==> src/rtl/logs_freq_meter.sv <==
// logs_freq_meter: counts rising edges of snd_in over 2^W step pulses and
// rescales the count to an NCO frequency word (step rate / 2^N units).
// Ports: clk, reset (sync, active-high), step (count enable), snd_in (wave
// under test), start, continuous; busy, valid (1-cycle), freq_out[N-2:0],
// sat (result clipped to 2^(N-1)-1).
module logs_freq_meter #(
   parameter int N    = 5,
   parameter int W    = 8,
   parameter int SYNC = 0
) (
   input  logic         clk,
   input  logic         reset,
   input  logic         step,
   input  logic         snd_in,
   input  logic         start,
   input  logic         continuous,
   output logic         busy,
   output logic         valid,
   output logic [N-2:0] freq_out,
   output logic         sat
);

   localparam int CW = W + 1;
   localparam int SH = W - N;
   localparam logic [CW-1:0] WIN  = CW'(2 ** W);
   localparam logic [CW-1:0] HALF = CW'(2 ** (W - N - 1));
   localparam logic [N:0]    FMAX = (N+1)'(2 ** (N - 1) - 1);

   typedef enum logic [1:0] {
      IDLE,
      ARM,
      GATE,
      REPORT
   } state_t;

   state_t         state_q, state_d;
   logic           prev_q, prev_d;
   logic [CW-1:0]  cnt_q, cnt_d;
   logic [CW-1:0]  win_q, win_d;
   logic [N-2:0]   freq_q, freq_d;
   logic           sat_q, sat_d;

   logic           s;
   logic           rise;
   logic [CW-1:0]  cnt_inc;
   logic [CW-1:0]  win_inc;
   logic [N:0]     raw;
   logic           res_sat;
   logic [N-2:0]   res_freq;

   // Optional two-flop synchronizer; runs every clk, independent of step.
   if (SYNC == 2) begin : g_sync
      logic [1:0] sync_q;
      always_ff @(posedge clk) begin
         if (reset) begin
            sync_q <= '0;
         end else begin
            sync_q <= {sync_q[0], snd_in};
         end
      end
      assign s = sync_q[1];
   end else begin : g_nosync
      assign s = snd_in;
   end

   assign rise    = s & ~prev_q;
   assign cnt_inc = cnt_q + CW'(rise);
   assign win_inc = win_q + CW'(1);

   // Round half-up before dropping the W-N window bits; the final count
   // includes the edge seen on the last step of the window.
   assign raw      = (N+1)'((cnt_inc + HALF) >> SH);
   assign res_sat  = (raw > FMAX);
   assign res_freq = res_sat ? '1 : raw[N-2:0];

   always_comb begin
      state_d = state_q;
      prev_d  = prev_q;
      cnt_d   = cnt_q;
      win_d   = win_q;
      freq_d  = freq_q;
      sat_d   = sat_q;
      unique case (state_q)
         IDLE: begin
            if (start) begin
               state_d = ARM;
            end
         end
         ARM: begin
            if (step) begin
               prev_d  = s;
               cnt_d   = '0;
               win_d   = '0;
               state_d = GATE;
            end
         end
         GATE: begin
            if (step) begin
               prev_d = s;
               cnt_d  = cnt_inc;
               win_d  = win_inc;
               if (win_inc == WIN) begin
                  freq_d  = res_freq;
                  sat_d   = res_sat;
                  state_d = REPORT;
               end
            end
         end
         REPORT: begin
            if (continuous) begin
               // prev carries over so windows tile seamlessly; a step
               // here is the first step of the next window.
               state_d = GATE;
               if (step) begin
                  prev_d = s;
                  cnt_d  = CW'(rise);
                  win_d  = CW'(1);
               end else begin
                  cnt_d  = '0;
                  win_d  = '0;
               end
            end else begin
               state_d = IDLE;
            end
         end
         default: begin
            state_d = IDLE;
         end
      endcase
   end

   always_ff @(posedge clk) begin
      if (reset) begin
         state_q <= IDLE;
         prev_q  <= 1'b0;
         cnt_q   <= '0;
         win_q   <= '0;
         freq_q  <= '0;
         sat_q   <= 1'b0;
      end else begin
         state_q <= state_d;
         prev_q  <= prev_d;
         cnt_q   <= cnt_d;
         win_q   <= win_d;
         freq_q  <= freq_d;
         sat_q   <= sat_d;
      end
   end

   assign busy     = (state_q != IDLE);
   assign valid    = (state_q == REPORT);
   assign freq_out = freq_q;
   assign sat      = sat_q;

endmodule

==> config.mk <==
export PLATFORM = sky130hd
export DESIGN_NAME = logs_freq_meter
export DESIGN_NICKNAME = d
export VERILOG_FILES = /design/src/rtl/logs_freq_meter.sv
export SDC_FILE = /design/constraint.sdc
export NUM_CORES = 1
export LEC_CHECK = 0
export CAP_MARGIN = 20
export CORE_ASPECT_RATIO = 1.25
export CORE_MARGIN = 5
export CORE_UTILIZATION = 40
export DETAILED_ROUTE_END_ITERATION = 16
export REMOVE_ABC_BUFFERS = 1
export SETUP_SLACK_MARGIN = 0.15
export SYNTH_ARGS = -nofsm -noshare
export SYNTH_HDL_FRONTEND = slang
export SYNTH_SLANG_ARGS = --single-unit
==> constraint.sdc <==
create_clock -name clk -period 2.35 [get_ports clk]
set_clock_uncertainty 0.15 [all_clocks]
set_input_delay 0.47 -clock clk [delete_from_list [all_inputs] [get_ports clk]]
set_output_delay 0.47 -clock clk [all_outputs]
set_load 0.01 [all_outputs]
==> results.toml, run 1 <==
[logic_synthesis]
synth.distinct_cells = 48
ys.flop_type = "dfxtp_1"
yosysWarnings = 0
synth_enable_flop_cells = 0
syn_area_um2 = 1660
synthDominantCellAreaShare_pct = 31.3
synth-seq-cells = 26
synthArstFlopShare_pct = 0
syn_inst = 216
seq_area_frac_synth_pct = 31.3
synth_largest_area_cell = "dfxtp_1"
synth.area.top_cells = "dfxtp_1, a21oi_1, nor2_1, ha_1, xnor2_1"
syn_avg_cell_area_um2 = 7.70

[setup_path]
cp.depth = 9
crit_chain = "nor2b_4 > ha_4 > nand3_4 > xnor2_2 > ha_2 > o211a_1 > and4b_1 > a211o_1 > a31oi_1"
slowest_stage = "dfxtp_2"
r2r-end = "freq_out[3]$_SDFFE_PP0P_"
worst_setup_path_start_kind = "flip-flop"
cpLargestDelayFamily = "compound AO/OA/AOI/OAI gates"
critical_path_arrival_ns = 2.25
cp_max_fo = 5
reg2reg_from = "prev_q$_SDFFE_PP0P_"
r2r_cells = 9
critPathKind = "flip-flop to flip-flop"
cpPeakStageDelay_ns = 0.34
worst_ep_required_time_ns = 2.40
rrSetupSlack_ns = 0.16
cp-end-kind = "flip-flop"
cp.buffers_inverters = 0

[sta]
finalWorstSetupSlack_ns = 0.156
relSlewSlack_pct = 76.0
report.final.hold_viol_count = 0
drv_slew = 0
fin_crit_sh_pct = 93.4
worst_pin_slew_ns = 0.351
post-route-min-period_ns = 2.19
setup-tns-final_ns = 0
rsz0062_at_grt = "true"
setup_viol = 0
fmax_ghz = 0.456

[power_and_ir_drop]
ir_drop_v = 0.000364
powerDensity_nw_per_um2 = 428
p_leak_nw = 0.835

[detailed_routing]
drc = 0
drt-total-wl_mm = 3.89
wl_per_cell_um = 13.0
vias = 1581
drtIter0Drc = 100
via_per_inst = 5.29
drt-pass1-iter-count = 4
antenna_left = 0

[placement]
place.port_buffers = 12
placed_area_um2 = 1950
dp_hpwl_mm = 2.77
place_ws_ns = -0.650
place.gp.congestion = 0.841

[global_routing]
busiest_layer = "met2"
use_met1_pct = 19.8
grt_pass1_wl_mm = 6.65
grt_use_met2_pct = 26.1
grt_usage_pct = 15.1
grt-ovfl-total = 0
grt_pass1_vias = 1477
antenna_found_initial = 0
use_met3_pct = 1.62
grt_max_degree = 28

[die]
rows = 26
fp.dieArea_um2 = 5560
design.core.area_um2 = 4070
io_pins = 13
die_x_um = 67.7
initial_core_util_pct = 40.9
fp.dieH_um = 82.1

[outcome]
status = "finished clean"

[final_layout]
nFillCells = 406
final_nets = 255
utilization_pct = 52.7
drive_gt1_share_pct = 21.0
antenna_cells = 0
synthToLayoutAreaGrowth_pct = 28.7
fin_area_um2 = 2140

[clock_network]
htree_num_levels = 1
cts.clk_slew.worst_paths_ns = 0.10
clk_root_buffer_cell = "clkbuf_8"
cts_made_buffers = 3
clock_sinks = 26
cts.path.max_buffers = 2
worstSkewPairLatency_ns = 0.27
cts_tree = "built"

[min_path]
min_path_cells = 3
hp-class = "input port to flip-flop"
hold_end = "prev_q$_SDFFE_PP0P_"
min_from = "snd_in"

[flow_run]
maxCapViolations = 0
-- worst reg2reg max path, cell delays in order, from the launching register on --
cell and delay, ns:
dfxtp_2 0.34, nor2b_4 0.17, ha_4 0.19, nand3_4 0.11, xnor2_2 0.16, ha_2 0.18
o211a_1 0.15, and4b_1 0.21, a211o_1 0.29, a31oi_1 0.18
-- timing repair --
action / CTS / global route
pin swaps: 8 / 7
hold endpoints to repair: 0 / 0
endpoints found under the setup margin: 8 / 7
hold buffers: 0 / 0
resized for setup: 15 / 6
buffers inserted: 3 / 1
-- kinds of logic after synthesis --
group,synth area share (%)
compound gates,22.1
buf+inv,4.96
mux,0.602
xor+xnor,5.26
flops,31.3
fa+ha+maj,3.76
simple gates,32.0
-- synthesized netlist by cell type (all sizes together) (4+ instances only) --
cell / number
a21oi: 23
a22oi: 4
a31oi: 6
and2: 4
and3: 5
buf: 8
clkbuf: 6
dfxtp: 26
ha: 5
nand2: 16
nand3: 7
nand3b: 6
nand4: 5
nor2: 22
nor3: 8
o21ai: 12
o21bai: 4
or3: 6
xnor2: 7
-- how the worst max path moves through the flow --
stage                         from                  endpoint  slack, ns
6_report       prev_q$_SDFFE_PP0P_  freq_out[3]$_SDFFE_PP0P_       0.16
3_5_place_dp                snd_in  freq_out[3]$_SDFFE_PP0P_      -0.65
2_1_floorplan               snd_in  freq_out[0]$_SDFFE_PP0P_      -0.08
4_1_cts        prev_q$_SDFFE_PP0P_  freq_out[3]$_SDFFE_PP0P_       0.15
5_1_grt        prev_q$_SDFFE_PP0P_  freq_out[3]$_SDFFE_PP0P_       0.04
3_3_place_gp                snd_in  freq_out[1]$_SDFFE_PP0P_      -0.62
-- where the power goes --
group,switching (mW),leakage [nW],internal (mW)
combinational,0.0490,0.589,0.0439
clock,0.146,0.0357,0.228
sequential,0.00648,0.211,0.445
total,0.201,0.835,0.716
-- registers in the layout (all words and copies together), names as in the netlist --
name	flops
sat	1
win_q	9
state_q	2
freq_out	4
prev_q	1
cnt_q	9
-- stage by stage --
stage                     total power, mW  hold slack (ns)  cells
final                               0.918            0.316    299
after global routing                0.960            0.357    299
after CTS                           0.927            0.312    298
after detailed placement            0.550            0.334    291
after global placement              0.549            0.331    291
after floorplan                     0.499            0.311    202
-- layout make-up --
cell class                 count  area (µm²)  area share (%)
clock inverter                 1        30.0            1.40
tap                           56        70.1            3.27
inverter                       3        11.3           0.526
timing repair buffer          37         315            14.7
clock buffer                   3        41.3            1.93
multi-input combinational    173        1150            53.7
sequential                    26         523            24.4
-- metal layers --
layer  wire length, µm  up-vias
met5                 0        -
met4                59        0
met3                69        5
met2              1880       18
met1              1880      722
li1                  -      836
-- cell usage in the layout, fill, tap and decap left out, types with 3 or more instances in the layout --
master	instances
nand2_1	16
xnor2_1	5
clkdlybuf4s50_1	11
dfxtp_1	24
a21oi_1	22
nor3_2	3
o21bai_1	4
clkbuf_8	3
or3_1	6
o21ai_0	12
nand2b_1	3
or2_2	3
buf_4	24
and3_1	5
and2_1	3
nand3_1	6
nand3b_1	6
nor3_1	5
nor2_1	22
a22oi_1	4
nand4_1	5
a31oi_1	6
Power figures use the tool's default switching activity.
==> run 2, diff against run 1 <==
CTS_CLUSTER_SIZE = 28   (was default)
SKIP_LAST_GASP = 1   (was default)
==> results of run 2 <==
The final DEF is identical to that of run 1; final timing and power are the same.
